File: config.mk
export PLATFORM = sky130hd
export DESIGN_NAME = slot_reader
export DESIGN_NICKNAME = d
export VERILOG_FILES = /design/src/rtl/stall_pkg.sv /design/src/rtl/slot_reader.sv
export SDC_FILE = /design/constraint.sdc
export NUM_CORES = 1
export LEC_CHECK = 0
export ABC_CLOCK_PERIOD_IN_PS = 2900
export CAP_MARGIN = 15
export CELL_PAD_IN_SITES_DETAIL_PLACEMENT = 0
export CELL_PAD_IN_SITES_GLOBAL_PLACEMENT = 1
export CORE_AREA = 2 2 71 73
export CTS_CLUSTER_SIZE = 14
export DETAILED_ROUTE_END_ITERATION = 12
export DIE_AREA = 0 0 73 75
export DONT_BUFFER_PORTS = 1
export HOLD_SLACK_MARGIN = 0.15
export PLACE_DENSITY = 0.85
export REMOVE_ABC_BUFFERS = 1
export SLEW_MARGIN = 20
export SYNTH_ARGS = -nofsm -noshare
export SYNTH_HDL_FRONTEND = slang
export SYNTH_SLANG_ARGS = --single-unit
File: constraint.sdc
create_clock -name clk -period 2.9 [get_ports clk]
set_input_delay 0.58 -clock clk [delete_from_list [all_inputs] [get_ports clk]]
set_output_delay 0.58 -clock clk [all_outputs]
set_load 0.1 [all_outputs]
File: src/rtl/stall_pkg.sv
// Shared FSM encoding and default widths for the stall-buffer reader.
package stall_pkg;

  typedef enum logic [1:0] {
    IDLE  = 2'd0,
    VALID = 2'd1,
    STALL = 2'd2
  } state_t;

  localparam int DEF_DATA_W = 32;
  localparam int DEF_CNT_W  = 16;

endpackage

File: src/rtl/slot_reader.sv
// Pulls items from the head of a two-slot stall buffer and holds one item
// for a valid/ready consumer, counting completed handshakes.
module slot_reader
  import stall_pkg::*;
#(
  parameter int DATA_W = DEF_DATA_W,
  parameter int CNT_W  = DEF_CNT_W
) (
  input  logic              clk,
  input  logic              reset,
  input  logic              flush,
  input  logic [DATA_W-1:0] buf_data,
  input  logic              buf_empty,
  input  logic              buf_full,
  input  logic              buf_enq,
  output logic              buf_deq,
  input  logic              stall_req,
  output logic [DATA_W-1:0] out_data,
  output logic              out_valid,
  input  logic              out_ready,
  output logic [CNT_W-1:0]  accept_cnt
);

  state_t state;
  logic   want;

  // The buffer's writer wins a same-cycle conflict; the dequeue retries next cycle.
  assign want = !reset && !buf_empty && !stall_req && !flush &&
                (state == IDLE || (state == VALID && out_ready));
  assign buf_deq = want && !(buf_enq && !buf_full);

  // NOTE: all state below uses non-blocking assignments so every register
  // samples the pre-edge values of its peers, independent of statement order.
  always_ff @(posedge clk) begin
    if (reset) begin
      state      <= IDLE;
      out_valid  <= 1'b0;
      out_data   <= '0;
      accept_cnt <= '0;
    end else if (flush) begin
      state     <= IDLE;
      out_valid <= 1'b0;
      out_data  <= '0;
    end else begin
      if (out_valid && out_ready)
        accept_cnt <= accept_cnt + 1'b1;

      unique case (state)
        IDLE: begin
          if (buf_deq) begin
            state     <= VALID;
            out_valid <= 1'b1;
            out_data  <= buf_data;
          end
        end
        VALID: begin
          if (out_ready) begin
            if (buf_deq) begin
              out_data <= buf_data;
            end else begin
              state     <= IDLE;
              out_valid <= 1'b0;
            end
          end else if (stall_req) begin
            state     <= STALL;
            out_valid <= 1'b0;
          end
        end
        STALL: begin
          if (!stall_req) begin
            state     <= VALID;
            out_valid <= 1'b1;
          end
        end
        default: begin
          state     <= IDLE;
          out_valid <= 1'b0;
        end
      endcase
    end
  end

endmodule

==> impl_metrics.yaml <==
logic_synthesis:
  synth_top_area_share_pct: 47.5
  ys_ff_latch: 51
  synthMostInstantiatedCell: "dfxtp_1"
  synth_ff_type: "dfxtp_1"
  synth_top_cell_by_area: "dfxtp_1"
  synth_commonest_cells: "dfxtp_1 (51), a21oi_1 (37), nand3_1 (35)"
  seq_area_frac_synth_pct: 47.5
  ys_types: 34
  synth_top_cells_by_area: "dfxtp_1 (47%), a21oi_1 (8.6%), nand3_1 (8.1%)"
  netlist_instances: 250
  async_flop_share_pct: 0
  syn_area_um2: 2150
  yosysWarnings: 0
  synth_edf_count: 0
  syn_area_per_cell_um2: 8.60
power_and_ir_drop:
  p_total_w: 0.00129
  power_density_nw_per_um2: 536
  ir_drop_mv: 0.218
  p_leak_nw: 0.777
cells_and_area:
  antenna_cells: 0
  drive_above_1_share_pct: 13.7
  syn_to_final_growth_pct: 11.9
  post-route-util_pct: 51.6
  final_area_um2: 2400
  final_nets: 302
  fillerInstances: 454
grt:
  first_global_vias: 1655
  grt_max_degree: 37
  antenna_found_initial: 0
  grt-ovfl-total: 0
  grt_first_pass_wirelength_um: 7600
  grtUsageTotal_pct: 17.3
clock_network:
  tritoncts: "built"
  clk_pin_slew_ns: 0.09
  postCtsSetupBuffers: 0
  htreeDepth: 2
  clockBufferDepth: 2
  cts_resized: 0
  cts_hold_buf: 0
  clock-root-buffer: "clkbuf_8"
  numCtsBuffers: 5
  clk_latency_ns: 0.29
  cts_sinks: 51
sta:
  finalCritPeriodShare_pct: 77.0
  finalHoldViolCount: 0
  rsz0062_at_grt: "no"
  finalSetupViolations: 0
  max_freq_mhz: 448
  tns_ns: 0
  tightest_slew_ns: 1.01
  fin_worst_skew_ns: 0.00262
  min_period_ns: 2.23
  maxSlewHeadroom_pct: 32.9
  slew_violations: 0
  layout_setup_ws_ns: 0.666
place:
  place_congestion: 0.737
  dp_slack_ns: 0.738
  dpl.hpwl_um: 3230
  port_buffers: 0
  dpl_cell_area_um2: 2290
floorplan:
  fp.dieW_um: 73
  io_pins: 90
  die_area_um2: 5480
  start_util_pct: 46.1
  fp.dieH_um: 75
  core_um2: 4660
  rows: 25
setup_path:
  end_kind: "output pin"
  critPathArrivalTime_ns: 1.65
  crit_type: "flop to output pin"
  cp.required_ns: 2.32
  rr_worst_depth: 5
  crit-reg2reg-launch: "accept_cnt[4]"
  reg2reg_slack_ns: 0.94
  startpoint_type: "flop"
  regToRegEndpoint: "accept_cnt[15]"
  cp_max_fo: 4
route:
  wl_per_cell_um: 15.2
  drt_pass1_iterations: 4
  dr_total_vias: 1858
  finalWirelength_um: 4810
  drcViolationCount: 0
  ant_nets: 0
  vias_per_cell: 5.88
  drtIter0Drc: 110
job:
  cap_violations: 0
hold_path:
  holdPathEnd: "accept_cnt[13]"
  hold_path_depth: 1
  hp-start: "reset"
  min_path_type: "primary input to flop"
outcome:
  outcome: "complete, no violations"
per-layer routing:
metal	GRT usage [%]	up-vias	share of wire [%]	wire (µm)
met5	0	-	0	0
met4	5.56	0	0.46	22
met3	7.76	2	9.8	470
met2	29.7	79	47	2270
met1	19.3	863	42	2040
li1	-	914	-	-
per-stage QoR:
stage          cells  hold WS (ns)
2_1_floorplan    232         0.438
3_3_place_gp     308         0.478
3_5_place_dp     308         0.471
4_1_cts          316         0.323
5_1_grt          316         0.320
6_report         316         0.340
how the worst max path moves through the flow:
stage	from	to	slack, ns	cells after the start
2_1_floorplan	flush	buf_deq	-0.79	3
3_3_place_gp	flush	buf_deq	0.74	4
3_5_place_dp	flush	buf_deq	0.74	4
4_1_cts	state[0]	buf_deq	0.64	4
5_1_grt	state[0]	buf_deq	0.58	4
6_report	state[0]	buf_deq	0.67	4
flip-flops by register name (all words and copies together) (netlist names):
signal / cells
out_data: 32
accept_cnt: 16
state: 2
out_valid: 1
cells in the final DEF, fill, tap and decap left out:
cell type | netlist | layout
a21oi_1 | 37 | 36
o21bai_1 | 1 | 1
o21ai_1 | 29 | 29
o21ai_0 | 7 | 7
and4_1 | 1 | 1
or4_4 | 1 | 1
a22oi_1 | 1 | 1
o41ai_1 | 1 | 1
nand2_1 | 4 | 4
a21oi_2 | 0 | 1
or3_1 | 4 | 4
ha_1 | 1 | 1
mux2_2 | 1 | 1
xnor2_1 | 9 | 9
nor4_4 | 1 | 1
mux2i_1 | 1 | 1
nand4_2 | 1 | 1
buf_4 | 0 | 21
nand4_1 | 3 | 3
clkinv_2 | 0 | 1
xor2_1 | 1 | 1
or2_1 | 1 | 1
a211oi_1 | 3 | 3
nand3b_1 | 2 | 2
nand4b_1 | 1 | 1
clkinv_4 | 0 | 1
nor2_2 | 0 | 1
dfxtp_1 | 51 | 51
nor3_1 | 6 | 6
nor2b_1 | 2 | 2
nor2_1 | 13 | 12
buf_12 | 0 | 1
clkbuf_8 | 0 | 5
bufinv_16 | 0 | 1
nand2b_1 | 3 | 3
nand3_1 | 35 | 35
nor4_1 | 4 | 4
a21o_1 | 2 | 2
inv_1 | 5 | 5
area by class of cell:
cell class / instances / area [µm²] / share of cell area (%)
sequential: 51 / 1020 / 42.5
inverter: 5 / 18.8 / 0.780
clock inverter: 3 / 43.8 / 1.82
tap: 54 / 67.6 / 2.81
multi-input combinational: 176 / 1010 / 41.9
timing repair buffer: 22 / 178 / 7.39
clock buffer: 5 / 68.8 / 2.86
critical path: stages (launching register included):
cell and delay [ns]:
dfxtp_1 0.34, nor2b_1 0.18, or4_4 0.51, nor2_2 0.14, buf_12 0.19
report_power, final:
group / leakage (nW) / total, W / switching (W) / internal (W)
clock network: 0.0581 / 0.000493 / 0.000236 / 0.000257
logic: 0.308 / 0.0000683 / 0.0000513 / 0.0000170
registers: 0.411 / 0.000728 / 0.0000240 / 0.000704
total: 0.777 / 0.00129 / 0.000311 / 0.000978
cells by family (layout without fill, tap and decap cells):
family / Yosys count / in the layout / share of synthesized area, %
flops: 51 / 51 / 47.5
mux: 2 / 2 / 0.990
compound gates: 81 / 81 / 19.8
fa+ha+maj: 1 / 1 / 0.582
simple gates: 82 / 82 / 21.1
buf+inv: 23 / 35 / 5.94
xor+xnor: 10 / 10 / 4.07
(Power assumes the default switching activity.)
